===== config.mk =====
export PLATFORM = sky130hd
export DESIGN_NAME = vc_input_buffer_flat
export DESIGN_NICKNAME = d
export VERILOG_FILES = /design/src/rtl/vc_input_buffer_if.sv /design/src/rtl/vc_input_buffer.sv /design/src/flat_wrapper.sv
export SDC_FILE = /design/constraint.sdc
export NUM_CORES = 1
export LEC_CHECK = 0
export BUFFER_PORTS_ARGS = -buffer_cell sky130_fd_sc_hd__buf_2
export CELL_PAD_IN_SITES_DETAIL_PLACEMENT = 0
export CELL_PAD_IN_SITES_GLOBAL_PLACEMENT = 1
export CORE_MARGIN = 4
export CORE_UTILIZATION = 57
export DETAILED_ROUTE_END_ITERATION = 6
export GPL_ROUTABILITY_DRIVEN = 0
export PLACE_DENSITY_LB_ADDON = 0.1
export SLEW_MARGIN = 20
export SYNTH_ARGS = -nofsm -noshare
export SYNTH_HDL_FRONTEND = slang
export SYNTH_SLANG_ARGS = --single-unit

===== constraint.sdc =====
create_clock -name clk -period 7.5 [get_ports clk]
set_clock_uncertainty 0.05 [all_clocks]
set_input_delay 2.25 -clock clk [delete_from_list [all_inputs] [get_ports clk]]
set_output_delay 2.25 -clock clk [all_outputs]
set_load 0.005 [all_outputs]

===== src/rtl/vc_input_buffer_if.sv =====
`default_nettype none
// ============================================================================
// vc_input_buffer_if : link-side and route-computation-side signals of one
//                      router input port. Revision: 1.0
// ============================================================================
interface vc_input_buffer_if #(
  parameter int FLIT_SIZE = 64
);
  logic                 flit_valid_in;
  logic [FLIT_SIZE-1:0] flit_in;
  logic                 stall;
  logic [FLIT_SIZE-1:0] flit_out;
  logic                 flit_valid_out;
  logic [2:0]           dir_in;
  logic                 credit_valid;
  logic                 credit_vc;
  logic                 overflow_err;

  modport master (
    output flit_valid_in, flit_in, stall,
    input  flit_out, flit_valid_out, dir_in, credit_valid, credit_vc, overflow_err
  );

  modport slave (
    input  flit_valid_in, flit_in, stall,
    output flit_out, flit_valid_out, dir_in, credit_valid, credit_vc, overflow_err
  );
endinterface
`default_nettype wire


===== src/rtl/vc_input_buffer.sv =====
`default_nettype none
// ============================================================================
// vc_input_buffer : two-VC input FIFO stage with wormhole VC arbitration and
//                   credit return. Revision: 1.0
// ============================================================================
module vc_input_buffer #(
  parameter int         FLIT_SIZE    = 64,
  parameter int         HEADER_LEN   = 2,
  parameter int         VC_CLASS_POS = 61,
  parameter int         DEPTH        = 4,
  parameter logic [2:0] PORT_DIR     = 3'd0,
  parameter int         HEAD_FLIT    = 0,
  parameter int         BODY_FLIT    = 1,
  parameter int         TAIL_FLIT    = 2,
  parameter int         SINGLE_FLIT  = 3
) (
  input logic             clk,
  input logic             rst,
  vc_input_buffer_if.slave bus
);
  localparam int AW = $clog2(DEPTH);
  localparam logic [HEADER_LEN-1:0] T_HEAD   = HEADER_LEN'(HEAD_FLIT);
  localparam logic [HEADER_LEN-1:0] T_BODY   = HEADER_LEN'(BODY_FLIT);
  localparam logic [HEADER_LEN-1:0] T_TAIL   = HEADER_LEN'(TAIL_FLIT);
  localparam logic [HEADER_LEN-1:0] T_SINGLE = HEADER_LEN'(SINGLE_FLIT);
  localparam logic [AW:0]           FULL_CNT = (AW+1)'(DEPTH);

  typedef enum logic [0:0] {
    ST_IDLE   = 1'b0,
    ST_LOCKED = 1'b1
  } state_t;

  state_t                     state, state_next;
  logic                       lock_vc, lock_vc_next;
  logic                       rr_ptr, rr_ptr_next;
  logic                       cur_in_vc;
  logic [HEADER_LEN-1:0]      in_type, out_type;
  logic                       in_starts_pkt, push_vc;
  logic [1:0]                 push, pop, not_empty, full;
  logic [1:0][FLIT_SIZE-1:0]  head_flit;
  logic                       sel_vc, out_valid, do_pop;
  logic [FLIT_SIZE-1:0]       out_flit;
  logic                       credit_valid_q, credit_vc_q, overflow_q;

  assign in_type       = bus.flit_in[FLIT_SIZE-1 -: HEADER_LEN];
  assign in_starts_pkt = (in_type == T_HEAD) || (in_type == T_SINGLE);
  // Body/tail flits carry no trustworthy VC bit; follow the last head/single.
  assign push_vc       = in_starts_pkt ? bus.flit_in[VC_CLASS_POS] : cur_in_vc;

  for (genvar v = 0; v < 2; v++) begin : g_vc
    logic [FLIT_SIZE-1:0] mem [DEPTH];
    logic [AW-1:0]        wr_ptr, rd_ptr;
    logic [AW:0]          cnt;

    assign full[v]      = (cnt == FULL_CNT);
    assign not_empty[v] = (cnt != '0);
    assign push[v]      = bus.flit_valid_in && (push_vc == 1'(v)) && !full[v];
    assign pop[v]       = do_pop && (sel_vc == 1'(v));
    assign head_flit[v] = mem[rd_ptr];

    always_ff @(posedge clk) begin
      if (rst) begin
        wr_ptr <= '0;
        rd_ptr <= '0;
        cnt    <= '0;
      end else begin
        if (push[v]) wr_ptr <= wr_ptr + 1'b1;
        if (pop[v])  rd_ptr <= rd_ptr + 1'b1;
        case ({push[v], pop[v]})
          2'b10:   cnt <= cnt + 1'b1;
          2'b01:   cnt <= cnt - 1'b1;
          default: cnt <= cnt;
        endcase
      end
    end

    always_ff @(posedge clk) begin
      if (push[v]) mem[wr_ptr] <= bus.flit_in;
    end
  end

  always_comb begin
    sel_vc = rr_ptr;
    if (state == ST_LOCKED)            sel_vc = lock_vc;
    else if (not_empty == 2'b01)       sel_vc = 1'b0;
    else if (not_empty == 2'b10)       sel_vc = 1'b1;
  end

  assign out_valid = not_empty[sel_vc];
  assign out_flit  = head_flit[sel_vc];
  assign out_type  = out_flit[FLIT_SIZE-1 -: HEADER_LEN];
  assign do_pop    = out_valid && !bus.stall;

  // Stray body/tail at a VC head in IDLE is treated like a single flit.
  always_comb begin
    state_next   = state;
    lock_vc_next = lock_vc;
    rr_ptr_next  = rr_ptr;
    if (do_pop) begin
      if (state == ST_IDLE) begin
        if (out_type == T_HEAD) begin
          state_next   = ST_LOCKED;
          lock_vc_next = sel_vc;
        end else begin
          rr_ptr_next  = ~sel_vc;
        end
      end else if ((out_type == T_TAIL) || (out_type == T_SINGLE)) begin
        state_next  = ST_IDLE;
        rr_ptr_next = ~lock_vc;
      end
    end
  end

  always_ff @(posedge clk) begin
    if (rst) begin
      state          <= ST_IDLE;
      lock_vc        <= 1'b0;
      rr_ptr         <= 1'b0;
      cur_in_vc      <= 1'b0;
      credit_valid_q <= 1'b0;
      credit_vc_q    <= 1'b0;
      overflow_q     <= 1'b0;
    end else begin
      state          <= state_next;
      lock_vc        <= lock_vc_next;
      rr_ptr         <= rr_ptr_next;
      credit_valid_q <= do_pop;
      if (do_pop) credit_vc_q <= sel_vc;
      if (bus.flit_valid_in && in_starts_pkt) cur_in_vc <= push_vc;
      if (bus.flit_valid_in && full[push_vc]) overflow_q <= 1'b1;
    end
  end

  assign bus.flit_out       = out_flit;
  assign bus.flit_valid_out = out_valid;
  assign bus.dir_in         = PORT_DIR;
  assign bus.credit_valid   = credit_valid_q;
  assign bus.credit_vc      = credit_vc_q;
  assign bus.overflow_err   = overflow_q;

  // Unused encoding kept for completeness of the type map.
  logic unused_body;
  assign unused_body = ^T_BODY;
endmodule
`default_nettype wire


===== src/flat_wrapper.sv =====
// flat-port wrapper written by rule: the top's interface ports become plain ports
module vc_input_buffer_flat 
#(
  parameter int         FLIT_SIZE    = 64,
  parameter int         HEADER_LEN   = 2,
  parameter int         VC_CLASS_POS = 61,
  parameter int         DEPTH        = 4,
  parameter logic [2:0] PORT_DIR     = 3'd0,
  parameter int         HEAD_FLIT    = 0,
  parameter int         BODY_FLIT    = 1,
  parameter int         TAIL_FLIT    = 2,
  parameter int         SINGLE_FLIT  = 3
)
  (clk, rst, bus_flit_valid_in, bus_flit_in, bus_stall, bus_flit_out, bus_flit_valid_out, bus_dir_in, bus_credit_valid, bus_credit_vc, bus_overflow_err);
  vc_input_buffer_if #(.FLIT_SIZE(FLIT_SIZE)) bus_i ();
  input logic clk;
  input logic rst;
  input wire logic [$bits(bus_i.flit_valid_in)-1:0] bus_flit_valid_in;
  input wire logic [$bits(bus_i.flit_in)-1:0] bus_flit_in;
  input wire logic [$bits(bus_i.stall)-1:0] bus_stall;
  output wire logic [$bits(bus_i.flit_out)-1:0] bus_flit_out;
  output wire logic [$bits(bus_i.flit_valid_out)-1:0] bus_flit_valid_out;
  output wire logic [$bits(bus_i.dir_in)-1:0] bus_dir_in;
  output wire logic [$bits(bus_i.credit_valid)-1:0] bus_credit_valid;
  output wire logic [$bits(bus_i.credit_vc)-1:0] bus_credit_vc;
  output wire logic [$bits(bus_i.overflow_err)-1:0] bus_overflow_err;
  assign bus_i.flit_valid_in = bus_flit_valid_in;
  assign bus_i.flit_in = bus_flit_in;
  assign bus_i.stall = bus_stall;
  assign bus_flit_out = bus_i.flit_out;
  assign bus_flit_valid_out = bus_i.flit_valid_out;
  assign bus_dir_in = bus_i.dir_in;
  assign bus_credit_valid = bus_i.credit_valid;
  assign bus_credit_vc = bus_i.credit_vc;
  assign bus_overflow_err = bus_i.overflow_err;
  vc_input_buffer #(.FLIT_SIZE(FLIT_SIZE), .HEADER_LEN(HEADER_LEN), .VC_CLASS_POS(VC_CLASS_POS), .DEPTH(DEPTH), .PORT_DIR(PORT_DIR), .HEAD_FLIT(HEAD_FLIT), .BODY_FLIT(BODY_FLIT), .TAIL_FLIT(TAIL_FLIT), .SINGLE_FLIT(SINGLE_FLIT)) u_core (.clk(clk), .rst(rst), .bus(bus_i));
endmodule

==> results.cfg <==
[clocking]
clk_path_buf_depth = 3
cts_resized = 0
postCtsSetupRepairBufs = 0
clkSinkCount = 537
htreeDepth = 2
cts-root-buf = clkbuf_16
cts_tree = built
cts_buffers = 52
cts_hold_buf = 0
clk_latency_ps = 560
clkSlewWorstSetupHoldPaths_ps = 60

[job]
maxCapViolCount = 0

[sta]
timing.final.crit_period_ps = 5610
tightest_slew_ps = 1090
setup_tns_ps = 0
finalCritPeriodShare = 0.748
slew_viol_final = 0
finalSetupViolCount = 0
max_slew_margin = 0.275
hold_viol = 0
rsz0062_at_grt = no
max_freq_mhz = 178

[synthesis]
syn_inst = 890
syn_avg_cell_area_um2 = 23.0
ys_warn_count = 0
yosys_register_bits = 537
yosysUniqueCellTypes = 34
yosysTopAreaCellShare = 0.752
synth_area_leaders = edfxtp_1 (75%), mux4_2 (14%), mux2_2 (3.6%), dfxtp_1 (2.4%), ha_1 (0.61%)
synth_top_area_cell = edfxtp_1
syn-cell-area_um2 = 20400
synth_seq_area_share = 0.776

[finish]
drive_gt1_frac = 0.393
most-common-layout-cells = edfxtp_1 (512), buf_2 (135), mux4_2 (128)
final_common_cell = edfxtp_1
nFillCells = 2354
design_area_um2 = 23400
syn_to_final_growth_pct = 14.3
final_nets = 1133

[power]
ir_drop_uv = 295
p_per_area_nw_per_um2 = 324
leakage_nw = 7.51

[global_route]
track_usage = 0.205
grt_max_degree = 65
grt_pass1_wl_mm = 59.3
antenna_found_initial = 5
grt_overflow = 0
grt_pass1_vias = 9450

[run_status]
status = finished, final reports clean

[route]
ant_nets = 0
routed_via_density = 5.91
via_count = 9213
drc = 0
drt_first_pass_iters = 5
wl_per_cell_um = 25.2
drt_iter0_markers = 695
finalWirelength_mm = 39.3

[floorplan]
die_w_um = 197
core.rowCount = 69
fp.dieH_um = 197
pin_count = 139
start_util = 0.576
fp.dieArea_um2 = 39000
design.core.area_um2 = 35500

[critical_path]
crit_path_end_kind = primary output
crit_fanout = 52
cp_data_required_time_ps = 5200
start_kind = register
cp.arrival_ps = 3310
critical_path_class = register to primary output
reg2regPathDepth = 11

[placement]
port_buffers = 135
post-dp-hpwl_mm = 21.4
dpl_cell_area_um2 = 21700

[hold_path]
hold_depth = 2
hold_path.class = register to register
## layout make-up
type | count | area, um2 | area share
Timing Repair Buffer | 149 | 793 | 0.0339
Sequential cell | 537 | 15900 | 0.680
Antenna cell | 1 | 2.50 | 0.000107
Clock inverter | 34 | 313 | 0.0134
Tap cell | 461 | 577 | 0.0247
Multi-Input combinational cell | 300 | 4380 | 0.187
Clock buffer | 64 | 1370 | 0.0585
Inverter | 13 | 48.8 | 0.00209
## synthesized netlist by cell type
cell and number:
o21ai_0 4, nand2_4 1, mux2_1 1, dfxtp_1 25, xor2_1 5, nor2b_1 2
or4_1 1, nand3_1 4, inv_1 13, mux2i_1 5, mux4_2 128, o221ai_2 1
a21oi_1 10, a31oi_1 1, buf_2 4, ha_1 10, nor2_1 22, o311a_1 1
conb_1 1, xnor2_1 6, nand2_1 7, or3_1 3, clkbuf_1 21, buf_1 14
nor3_1 2, nor3_2 1, mux2_2 65, and3_1 2, and2_1 10, nor4b_1 2
mux2_4 1, fa_1 2, edfxtp_1 512, buf_4 3
## per-layer routing
| layer | global-route usage | share of wire | vias up |
|---|---|---|---|
| met4 | 0.0385 | 0.013 | 8 |
| met2 | 0.332 | 0.50 | 235 |
| met3 | 0.0367 | 0.052 | 50 |
| met1 | 0.306 | 0.44 | 4888 |
| met5 | 0 | 0.0011 | - |
| li1 | - | - | 4032 |
## report_power, final
| part | switching (mW) | internal (mW) |
|---|---|---|
| logic | 0.727 | 0.768 |
| clock network | 1.05 | 1.50 |
| registers | 0.0707 | 3.45 |
| total | 1.85 | 5.71 |
## sequential cells by signal (all words and copies together) (netlist names), named ones only
signal,flops
u_core.rr_ptr,1
u_core.g_vc.cnt,6
u_core.lock_vc,1
u_core.cur_in_vc,1
u_core.bus.credit_vc,1
u_core.g_vc.wr_ptr,4
u_core.state,1
u_core.g_vc.mem,512
u_core.bus.credit_valid,1
u_core.g_vc.rd_ptr,4
u_core.bus.overflow_err,1
## cells by family (layout without fill, tap and decap cells)
group,Yosys count,count (layout),share of synthesized area
muxes,200,200,0.181
other,1,4,0.000183
buffers and inverters,55,260,0.0109
xor gates and xnor gates,11,11,0.00471
AOI/OAI and AO/OA,17,17,0.00496
adders and majority gates,12,12,0.00808
DFF,537,537,0.776
and+or+nand+nor,57,57,0.0143
## per-stage QoR
step | util | hold slack (ps) | power (mW) | cells | worst slack, ps
finish | 0.659 | 417 | 7.56 | 1559 | 1890
global route | 0.659 | 437 | 7.90 | 1559 | 1660
CTS | 0.658 | 412 | 7.65 | 1557 | 1820
detailed placement | 0.611 | 404 | 5.11 | 1459 | 2350
global placement | 0.611 | 396 | 5.10 | 1459 | 2450
floorplan | - | 386 | 4.53 | 892 | 2270
## worst max-delay path, cell delays in order (launching register included)
cell     delay, ps
dfxtp_1        330
nor3_2         460
a31oi_1        230
nand2_4        690
buf_4          470
mux2_2         380
buf_2          120
## worst paths after layout
check / slack [ps] / start / to
setup / recovery: 1890 / u_core.g_vc[0].cnt[0]$_SDFFE_PP0P_ / bus_flit_out[60]
hold / removal: 420 / u_core.cur_in_vc$_SDFFE_PP0P_ / u_core.cur_in_vc$_SDFFE_PP0P_
setup reg to reg: 3880 / u_core.g_vc[1].cnt[2]$_SDFFE_PP0P_ / u_core.g_vc[0].cnt[2]$_SDFFE_PP0P_
hold reg to reg: 420 / u_core.cur_in_vc$_SDFFE_PP0P_ / u_core.cur_in_vc$_SDFFE_PP0P_
No activity file was read; power rests on OpenSTA's default activity.
